**src/rtl/locked_reg_programmer.sv**
```systemverilog
// rtl/locked_reg_programmer.sv - write/readback/lock sequencer for a bank of lockable config registers
module locked_reg_programmer #(
  parameter int DATA_W        = 16,
  parameter int NUM_REGS      = 4,
  parameter int ADDR_W        = 2,
  parameter int READBACK_WAIT = 1
) (
  input  logic                       Clk,
  input  logic                       resetn,
  input  logic                       scan_mode,
  input  logic                       req_valid,
  output logic                       req_ready,
  input  logic [ADDR_W-1:0]          req_addr,
  input  logic [DATA_W-1:0]          req_data,
  input  logic                       req_lock,
  output logic                       rsp_valid,
  input  logic                       rsp_ready,
  output logic [1:0]                 rsp_status,
  output logic [NUM_REGS-1:0]        reg_write,
  output logic [DATA_W-1:0]          reg_data_in,
  output logic [NUM_REGS-1:0]        reg_lock,
  input  logic [NUM_REGS*DATA_W-1:0] reg_data_out,
  output logic [NUM_REGS-1:0]        lock_shadow
);

  typedef enum logic [2:0] {
    S_IDLE, S_WRITE, S_WAIT, S_CHECK, S_LOCK, S_RESP
  } state_t;

  localparam logic [1:0] ST_OK       = 2'b00;
  localparam logic [1:0] ST_LOCKED   = 2'b01;
  localparam logic [1:0] ST_MISMATCH = 2'b10;
  localparam logic [1:0] ST_SCAN     = 2'b11;

  state_t                state, state_d;
  logic [ADDR_W-1:0]     addr_q;
  logic [DATA_W-1:0]     data_q;
  logic                  lock_q;
  logic [3:0]            cnt_q;
  logic [1:0]            status_q, status_d;
  logic [NUM_REGS-1:0]   shadow_q;
  logic [NUM_REGS-1:0]   addr_onehot;
  logic [DATA_W-1:0]     readback;

  assign addr_onehot = NUM_REGS'(1) << addr_q;
  assign reg_data_in = data_q;
  assign rsp_status  = status_q;
  assign lock_shadow = shadow_q;

  always_comb begin
    readback = '0;
    for (int i = 0; i < NUM_REGS; i++) begin
      if (addr_q == ADDR_W'(i)) readback = reg_data_out[i*DATA_W +: DATA_W];
    end
  end

  always_ff @(posedge Clk or negedge resetn) begin
    if (!resetn) state <= S_IDLE;
    else         state <= state_d;
  end

  // scan_mode aborts any in-flight operation before it can strobe or lock
  always_comb begin
    state_d  = state;
    status_d = status_q;
    case (state)
      S_IDLE: begin
        if (req_valid) begin
          if (scan_mode) begin
            state_d  = S_RESP;
            status_d = ST_SCAN;
          end else if (shadow_q[req_addr]) begin
            state_d  = S_RESP;
            status_d = ST_LOCKED;
          end else begin
            state_d = S_WRITE;
          end
        end
      end
      S_WRITE: begin
        if (scan_mode) begin
          state_d  = S_RESP;
          status_d = ST_SCAN;
        end else begin
          state_d = (READBACK_WAIT > 0) ? S_WAIT : S_CHECK;
        end
      end
      S_WAIT: begin
        if (scan_mode) begin
          state_d  = S_RESP;
          status_d = ST_SCAN;
        end else if (cnt_q <= 4'd1) begin
          state_d = S_CHECK;
        end
      end
      S_CHECK: begin
        if (scan_mode) begin
          state_d  = S_RESP;
          status_d = ST_SCAN;
        end else if (readback != data_q) begin
          state_d  = S_RESP;
          status_d = ST_MISMATCH;
        end else if (lock_q) begin
          state_d = S_LOCK;
        end else begin
          state_d  = S_RESP;
          status_d = ST_OK;
        end
      end
      S_LOCK: begin
        state_d  = S_RESP;
        status_d = scan_mode ? ST_SCAN : ST_OK;
      end
      S_RESP: begin
        if (rsp_ready) state_d = S_IDLE;
      end
      default: state_d = S_IDLE;
    endcase
  end

  always_ff @(posedge Clk or negedge resetn) begin
    if (!resetn) begin
      addr_q   <= '0;
      data_q   <= '0;
      lock_q   <= 1'b0;
      cnt_q    <= '0;
      status_q <= ST_OK;
      shadow_q <= '0;
    end else begin
      if (state == S_IDLE && req_valid) begin
        addr_q <= req_addr;
        data_q <= req_data;
        lock_q <= req_lock;
      end
      if (state == S_WRITE)                 cnt_q <= 4'(READBACK_WAIT);
      else if (state == S_WAIT && cnt_q > 0) cnt_q <= cnt_q - 4'd1;
      status_q <= status_d;
      if (state == S_LOCK && !scan_mode) shadow_q <= shadow_q | addr_onehot;
    end
  end

  // req_ready is gated by resetn so it reads 0 for the whole reset window
  always_comb begin
    req_ready = resetn && (state == S_IDLE);
    rsp_valid = (state == S_RESP);
    reg_write = (state == S_WRITE && !scan_mode) ? addr_onehot : '0;
    reg_lock  = (state == S_LOCK  && !scan_mode) ? addr_onehot : '0;
  end

endmodule

```
**config.mk**
```make
export PLATFORM = sky130hd
export DESIGN_NAME = locked_reg_programmer
export DESIGN_NICKNAME = d
export VERILOG_FILES = /design/src/rtl/locked_reg_programmer.sv
export SDC_FILE = /design/constraint.sdc
export NUM_CORES = 1
export LEC_CHECK = 0
export CAP_MARGIN = 5
export CORE_MARGIN = 4
export CORE_UTILIZATION = 60
export CTS_CLUSTER_SIZE = 40
export DETAILED_ROUTE_END_ITERATION = 7
export DONT_BUFFER_PORTS = 1
export PLACE_DENSITY = 0.85
export SETUP_SLACK_MARGIN = 0.5
export SLEW_MARGIN = 0
export SYNTH_ARGS = -nofsm -noshare
export SYNTH_HDL_FRONTEND = slang
export SYNTH_SLANG_ARGS = --single-unit
```
**constraint.sdc**
```tcl
create_clock -name Clk -period 2.9 [get_ports Clk]
set_input_delay 0.29 -clock Clk [delete_from_list [all_inputs] [get_ports Clk]]
set_output_delay 0.29 -clock Clk [all_outputs]
set_load 0.05 [all_outputs]
```
==> results.sh, run 1 <==
export IMPL_outcome="finished, final reports clean"
export IMPL_cts_sinks=32
export IMPL_numCtsBuffers=5
export IMPL_finalSetupTns_ns=0
export IMPL_fillers=278
export IMPL_cts_tree="done"
export IMPL_syn_area_um2=2100
export IMPL_grtUsageTotal=0.266
export IMPL_io_pins=120
export IMPL_synth_edf_count=0
export IMPL_grt_pass1_wl_um=8600
export IMPL_finalHoldViolCount=0
export IMPL_core_um2=3360
export IMPL_htreeDepth=2
export IMPL_ant_nets=0
export IMPL_max_freq_mhz=400
export IMPL_fin_crit_sh=0.862
export IMPL_port_buffers=0
export IMPL_hpwl_um=4420
export IMPL_root_buffer="clkbuf_4"
export IMPL_synth_area_per_cell_um2=11.7
export IMPL_route_detailed_drc=0
export IMPL_dieWidth_um=67.2
export IMPL_grt_max_degree=33
export IMPL_clkTransAtPathRegs_ns=0.10
export IMPL_cellLeakagePower_nw=0.923
export IMPL_ys_async_sr_fraction=1.00
export IMPL_cp_arrival_ns=2.71
export IMPL_antenna_diode_count=0
export IMPL_fin_crit_ns=2.50
export IMPL_tightest_slew_ns=0.897
export IMPL_grt_overflow=0
export IMPL_start_kind="flop"
export IMPL_skew_ns=0.0116
export IMPL_drive_above_1_share=0.287
export IMPL_synth_ff_type="dfrtp_1"
export IMPL_worstPathMaxFanout=5
export IMPL_dieArea_um2=4510
export IMPL_synth_seq_cells=32
export IMPL_yosysWarnings=0
export IMPL_maxSlewViolCount=0
export IMPL_antenna_found_initial=0
export IMPL_multi_input_area_um2=1240
export IMPL_syn_nets=270
export IMPL_gp_congestion=0.841
export IMPL_maxSlewHeadroom=0.400
export IMPL_viasPerCell=6.60
export IMPL_p_per_area_nw_per_um2=1320
export IMPL_syn_inst=180
export IMPL_area_growth_pct=10.8
export IMPL_rsz0062_at_grt="true"
export IMPL_path_class="flop to flop"
export IMPL_wl_um=5570
export IMPL_setup_viol=0
export IMPL_vdd_drop_max_v=0.000832
export IMPL_drt_iter0_markers=71
export IMPL_r2r_cells=7
export IMPL_wl_per_cell_um=23.1
export IMPL_start_util=0.624
export IMPL_yosysUniqueCellTypes=42
export IMPL_die_y_um=67.2
export IMPL_required_ns=3.11
export IMPL_dr_pass1_iters=4
export IMPL_setup_worst_path_end_class="flop"
export IMPL_nNetsFinal=285
export IMPL_seq_area_um2=803
export IMPL_grt_pass1_vias=1661
export IMPL_fin_util=0.692
export IMPL_clock_latency_ns=0.34
export IMPL_hold_class="input pin to flop"
export IMPL_ys_seq_area_frac=0.381
export IMPL_rows=21
export IMPL_drv_cap=0
export IMPL_clock_path_buffers=2
export IMPL_vias=1591
export IMPL_hold_depth=1
state kept, by name (all words and copies together) (netlist names):
| name | count |
|---|---|
| addr_q | 2 |
| cnt_q | 4 |
| lock_q | 1 |
| lock_shadow | 4 |
| reg_data_in | 16 |
| rsp_status | 2 |
| state | 3 |
synth_stat cells (all sizes together) (3+ instances only):
cell,count,area [um^2]
nand2,6,22.5
mux2,18,203
o21ai,4,20.0
a21oi,6,30.0
nand3,3,20.0
nor2,16,60.1
clkbuf,4,15.0
xor2,10,87.6
mux4,15,338
inv,6,22.5
nand2b,6,37.5
buf,5,28.8
dfrtp,32,801
or2,4,25.0
mux2i,5,50.1
xnor2,10,87.6
nor3,6,35.0
or3,3,18.8
layer usage:
layer,part of all wire,vias to the layer above,track usage
met4,0.028,0,0.106
met3,0.083,13,0.0882
met5,0,-,0
met1,0.36,786,0.312
li1,-,691,-
met2,0.53,101,0.450
critical path: stages (launching register included):
cell and delay, ns:
dfrtp_2 0.46, mux4_2 0.53, xor2_1 0.15, or4_4 0.55, a2111oi_4 0.23, buf_4 0.19
and4_1 0.19, o22ai_1 0.07
final cells by class:
type	instances	share of cell area
multi-input cells	133	0.533
flip-flops and latches	32	0.345
repair buffers	17	0.0677
well taps	46	0.0247
clock buffers	6	0.0177
inverters	6	0.00968
clock inverters	1	0.00215
through the flow:
step	std cells	total power [mW]	area, um^2	setup slack (ns)	hold WS (ns)
after floorplan	180	2.53	2100	0.504	-0.00559
after global placement	230	2.72	2220	0.412	-0.00487
after detailed placement	230	2.80	2220	0.271	-0.00478
after CTS	241	3.08	2320	0.404	0.0595
after global routing	241	3.27	2330	0.258	0.0597
final	241	3.08	2330	0.401	0.0803
worst paths after layout:
kind	from	end	slack (ns)
setup / recovery	addr_q[0]	state[0]	0.40
hold / removal	req_data[15]	reg_data_in[15]	0.08
setup reg to reg	addr_q[0]	state[0]	0.40
hold reg to reg	cnt_q[0]	cnt_q[0]	0.54
max in group asynchronous	resetn	addr_q[0]	2.31
min in group asynchronous	resetn	reg_data_in[13]	0.39
cell families after synthesis:
logic type                 share of synthesized area
adders and majority gates                     0.0119
xor gates and xnor gates                      0.0834
and+or+nand+nor                                0.129
AOI/OAI and AO/OA                             0.0816
DFF                                            0.381
muxes                                          0.281
buffers and inverters                         0.0316
cell usage in the layout, fill, tap and decap left out, drive strengths merged, types with 3 or more instances in the layout:
master   n
nor3     6
buf     15
xnor2   10
dfrtp   32
a21oi    6
or2      4
or3      3
nand2    6
mux2    18
nor2    16
o21ai    4
inv      6
mux2i    5
nand2b   6
nand3    3
mux4    15
xor2    10
clkbuf   6
where the power goes:
group | switching (mW) | internal, mW
logic | 0.649 | 0.693
registers | 0.850 | 0.642
clock network | 0.153 | 0.0892
timing repair:
action / CTS / global route
endpoints found under the hold margin: 33 / 0
gates resized for setup: 4 / 2
hold buffers: 3 / 0
cloned: 0 / 0
endpoints found under the setup margin: 3 / 6
setup buffers: 1 / 0
pin swaps: 2 / 1
Power figures use the tool's default switching activity.
==> inputs of run 2 (changes only) <==
Settings changed: CELL_PAD_IN_SITES_DETAIL_PLACEMENT set to 0, CELL_PAD_IN_SITES_GLOBAL_PLACEMENT set to 1, CORE_UTILIZATION 60 to 46, PLACE_DENSITY 0.85 to 0.87.
==> run 2 against run 1 <==
Sequential power about the same. Routed wire length increased by 3.7%. Core utilization decreased by 13 points. Critical path depth unchanged. Highest routed layer unchanged.
==> results.sh, run 2 (same netlist as run 1, synthesis figures left out) <==
export IMPL_root_buffer="clkbuf_8"
export IMPL_port_buffers=0
export IMPL_p_per_area_nw_per_um2=1360
export IMPL_top_usage_layer="met2"
export IMPL_core_um2=4380
export IMPL_drive_above_1_share=0.318
export IMPL_tightest_slew_ns=0.785
export IMPL_cpPeakStageDelay_ns=0.51
export IMPL_area_growth_pct=16.6
export IMPL_hpwl_um=4430
export IMPL_r2r_cells=7
export IMPL_vias=1588
export IMPL_setup_worst_path_end_class="flop"
export IMPL_dr_pass1_iters=5
export IMPL_multi_input_area_um2=1250
export IMPL_antenna_diode_count=0
export IMPL_dieWidth_um=75.6
export IMPL_r2r_slack_ns=0.41
export IMPL_worst_path_buf_inv=1
export IMPL_max_freq_mhz=402
export IMPL_path_class="flop to flop"
export IMPL_ant_nets=0
export IMPL_grt_pass1_vias=1804
export IMPL_finalSetupTns_ns=0
export IMPL_htreeDepth=2
export IMPL_rows=24
export IMPL_die_y_um=75.6
export IMPL_skew_ns=0.00326
export IMPL_layout_commonest_cell="dfrtp_1"
export IMPL_fin_crit_sh=0.858
export IMPL_cp_cell_sequence="buf_6, mux4_2, xor2_1, or4_4, a2111oi_4, nand3_1, a22o_1"
export IMPL_drv_cap=0
export IMPL_grt_met1_usage=0.247
export IMPL_finalHoldViolCount=0
export IMPL_drt_iter0_markers=123
export IMPL_grt_pass1_wl_um=9100
export IMPL_wl_um=5770
export IMPL_grtUsageTotal=0.216
export IMPL_setup_viol=0
export IMPL_required_ns=3.07
export IMPL_fillers=384
export IMPL_rsz0062_at_grt="true"
export IMPL_rr_endpoint="rsp_status[1]"
export IMPL_largest_reg_flops=16
export IMPL_viasPerCell=6.28
export IMPL_clkTransAtPathRegs_ns=0.07
export IMPL_clock_path_buffers=2
export IMPL_gp_congestion=0.827
export IMPL_wl_per_cell_um=22.8
export IMPL_antenna_found_initial=0
export IMPL_grt_overflow=0
export IMPL_clock_latency_ns=0.28
export IMPL_cellLeakagePower_nw=0.983
export IMPL_start_util=0.479
export IMPL_io_pins=120
export IMPL_vdd_drop_max_v=0.000783
export IMPL_hold_class="input pin to flop"
export IMPL_grt_max_degree=33
export IMPL_use_met3=0.0541
export IMPL_cp_arrival_ns=2.66
export IMPL_cts_sinks=32
export IMPL_layout_common_cells="dfrtp_1 (30), buf_4 (16), nor2_1 (15), mux4_2 (15)"
export IMPL_outcome="finished, final reports clean"
export IMPL_crit_path_start="addr_q[0]"
export IMPL_start_kind="flop"
export IMPL_route_detailed_drc=0
export IMPL_hold_path_end="state[1]"
export IMPL_fin_crit_ns=2.49
export IMPL_maxSlewHeadroom=0.474
export IMPL_maxSlewViolCount=0
export IMPL_reg2reg_from="addr_q[0]"
export IMPL_hold_slack_ns=0.0765
export IMPL_seq_area_um2=803
export IMPL_numCtsBuffers=5
export IMPL_hold_depth=1
export IMPL_crit_family="simple AND/OR/NAND/NOR gates"
export IMPL_cts_tree="done"
export IMPL_dieArea_um2=5710
export IMPL_worstPathMaxFanout=4
export IMPL_crit_slowest_cell="or4_4"
export IMPL_nNetsFinal=290
export IMPL_grtUsageMet2=0.384
export IMPL_worstHoldStart="scan_mode"
[run 2: worst max-delay path by stage]
stage	endpoint	slack, ns	depth (start not counted)
after floorplan	rsp_status[1]	0.50	8
after global placement	rsp_status[1]	0.33	7
after detailed placement	rsp_status[1]	0.25	7
after CTS	rsp_status[1]	0.42	7
after global routing	rsp_status[0]	0.28	7
final	rsp_status[1]	0.41	7
[run 2: repair_timing]
item	in CTS	in global routing
pin swaps	0	2
hold buffers	2	0
gates cloned	0	0
gates resized for setup	3	4
endpoints found under the hold margin	32	0
buffers inserted	6	1
endpoints found under the setup margin	3	4
[run 2: where the power goes]
group	switching (mW)	internal, mW	total [mW]
combinational	0.678	0.801	1.48
clock	0.160	0.194	0.354
sequential	0.851	0.642	1.49
total	1.69	1.64	3.33
[run 2: area by class of cell]
type | instances | area share
Inverter | 6 | 0.00920
Timing Repair Buffer | 22 | 0.0869
Sequential cell | 32 | 0.328
Clock buffer | 8 | 0.0368
Multi-Input combinational cell | 133 | 0.513
Tap cell | 52 | 0.0266
[run 2: worst register-to-register path, cell delays in order (launching register included)]
cell and delay, ns:
dfrtp_2 0.43, buf_6 0.12, mux4_2 0.49, xor2_1 0.15
or4_4 0.51, a2111oi_4 0.32, nand3_1 0.12, a22o_1 0.24
[run 2: stage by stage]
stage | cell area [um^2] | std cells | setup WS, ns | util | power (mW)
detailed placement | 2240 | 236 | 0.253 | 0.510 | 2.83
global placement | 2240 | 236 | 0.331 | 0.510 | 2.76
finish | 2450 | 253 | 0.412 | 0.559 | 3.33
CTS | 2420 | 252 | 0.421 | 0.552 | 3.30
global route | 2450 | 253 | 0.284 | 0.559 | 3.54
floorplan | 2100 | 180 | 0.504 | - | 2.53
[run 2: routing by layer]
layer	vias up	wire length [um]
li1	701	-
met1	789	2030
met2	80	3160
met3	18	387
met4	0	191
met5	-	0
==> inputs of run 3 (changes only) <==
Settings changed: PLACE_DENSITY 0.87 to 0.83.
==> run 3 against run 2 <==
Sequential power about the same. Via count decreased by 4.3%. Setup slack better by 0.025 ns. Clock skew up 0.0049 ns. Die area is the same. Critical path type unchanged. Clock power grew 1%. Design area shrank 2.7%. First-iteration DRC count fell by 42%. Sequential share of layout area grew 0.91 points. Total power decreased by 3.6%.
==> results.sh, run 3 (same netlist as run 1, synthesis figures left out) <==
export IMPL_layout_common_cells="dfrtp_1 (30), nor2_1 (16), mux4_2 (15)"
export IMPL_port_buffers=0
export IMPL_max_freq_mhz=406
export IMPL_hpwl_um=4260
export IMPL_setup_viol=0
export IMPL_worstHoldStart="scan_mode"
export IMPL_p_switching_mw=1.66
export IMPL_ant_nets=0
export IMPL_final_cells=249
export IMPL_seq_power_share=0.457
export IMPL_drt_iter0_markers=71
export IMPL_rows=24
export IMPL_hold_depth=1
export IMPL_finalHoldViolCount=0
export IMPL_path_class="flop to flop"
export IMPL_r2r_cells=6
export IMPL_rsz0062_at_grt="true"
export IMPL_skew_ns=0.00813
export IMPL_dieArea_um2=5710
export IMPL_layout_commonest_cell="dfrtp_1"
export IMPL_finalSetupTns_ns=0
export IMPL_wl_um=5390
export IMPL_p_int_mw=1.55
export IMPL_fin_ws_ns=0.437
export IMPL_start_kind="flop"
export IMPL_vdd_drop_max_v=0.000768
export IMPL_fin_crit_ns=2.46
export IMPL_grt_pass1_vias=1636
export IMPL_worstPathMaxFanout=5
export IMPL_route_detailed_drc=0
export IMPL_root_buffer="clkbuf_8"
export IMPL_io_pins=120
export IMPL_crit_path_start="addr_q[0]"
export IMPL_cts_tree="done"
export IMPL_maxSlewViolCount=0
export IMPL_gp_congestion=0.935
export IMPL_hold_slack_ns=0.0702
export IMPL_fillers=397
export IMPL_drive_above_1_share=0.299
export IMPL_power_mw=3.21
export IMPL_grt_max_degree=33
export IMPL_grtUsageTotal=0.199
export IMPL_placed_cell_area_um2=2240
export IMPL_area_growth_pct=13.5
export IMPL_p_per_area_nw_per_um2=1350
export IMPL_grt_overflow=0
export IMPL_maxSlewHeadroom=0.476
export IMPL_cellLeakagePower_nw=0.951
export IMPL_seq_area_um2=803
export IMPL_tightest_slew_ns=0.781
export IMPL_dp_cells=238
export IMPL_clock_path_buffers=2
export IMPL_start_util=0.479
export IMPL_p_comb_frac=0.431
export IMPL_reg2reg_from="addr_q[0]"
export IMPL_required_ns=3.07
export IMPL_antenna_diode_count=0
export IMPL_nNetsFinal=286
export IMPL_htreeDepth=2
export IMPL_wl_per_cell_um=21.6
export IMPL_cts_sinks=32
export IMPL_viasPerCell=6.10
export IMPL_drv_cap=0
export IMPL_largest_reg_flops=16
export IMPL_clock_latency_ns=0.29
export IMPL_die_y_um=75.6
export IMPL_fin_area_um2=2380
export IMPL_dieWidth_um=75.6
export IMPL_clkPwrFrac=0.112
export IMPL_antenna_found_initial=0
export IMPL_vias=1520
export IMPL_dr_pass1_iters=4
export IMPL_core_um2=4380
export IMPL_swShare=0.517
export IMPL_cp_arrival_ns=2.63
export IMPL_fin_crit_sh=0.849
export IMPL_grt_pass1_wl_um=8340
export IMPL_outcome="finished, final reports clean"
export IMPL_setup_worst_path_end_class="flop"
export IMPL_fin_util=0.543
export IMPL_hold_class="input pin to flop"
export IMPL_dp_slack_ns=0.298
export IMPL_clkTransAtPathRegs_ns=0.07
export IMPL_numCtsBuffers=5
export IMPL_multi_input_area_um2=1240
run 3: repair_timing:
action                                  4_1_cts  5_1_grt
buffers inserted                              0        1
endpoints found under the setup margin        3        3
hold buffers                                  2        0
pin swaps                                     0        1
endpoints found under the hold margin        32        0
gates resized for setup                       3        2
run 3: power by group through the flow:
stage / Combinational (mW) / Sequential, mW / Clock, mW
floorplan: 1.16 / 1.36 / 0
global placement: 1.31 / 1.45 / 0
detailed placement: 1.35 / 1.48 / 0
CTS: 1.37 / 1.47 / 0.368
global route: 1.52 / 1.50 / 0.387
finish: 1.38 / 1.46 / 0.359
run 3: worst paths after layout:
check,end,slack [ns]
worst max register to register,rsp_status[1],0.44
worst min register to register,cnt_q[3],0.56
max in group asynchronous,addr_q[0],2.24
worst min-delay path,state[1],0.07
min in group asynchronous,state[0],0.46
worst max-delay path,rsp_status[1],0.44
run 3: routing by layer:
layer,vias up,part of all wire,global-route usage,wire length [um]
met3,11,0.062,0.0554,336
li1,695,-,-,-
met1,751,0.37,0.231,2000
met4,0,0.024,0.0835,131
met2,63,0.54,0.345,2920
met5,-,0,0,0
run 3: layout make-up:
type	count	share of cell area
Multi-Input combinational cell	133	0.519
Sequential cell	32	0.337
Timing Repair Buffer	18	0.0678
Clock buffer	6	0.0347
Tap cell	52	0.0273
Inverter	6	0.00945
Clock inverter	2	0.00420
run 3: worst max-delay path, stage by stage, from the launching register on:
cell and delay (ns):
dfrtp_2 0.45, mux4_2 0.53, xor2_1 0.15, or4_4 0.54, a2111oi_4 0.31, nand3_1 0.13, a22o_1 0.24
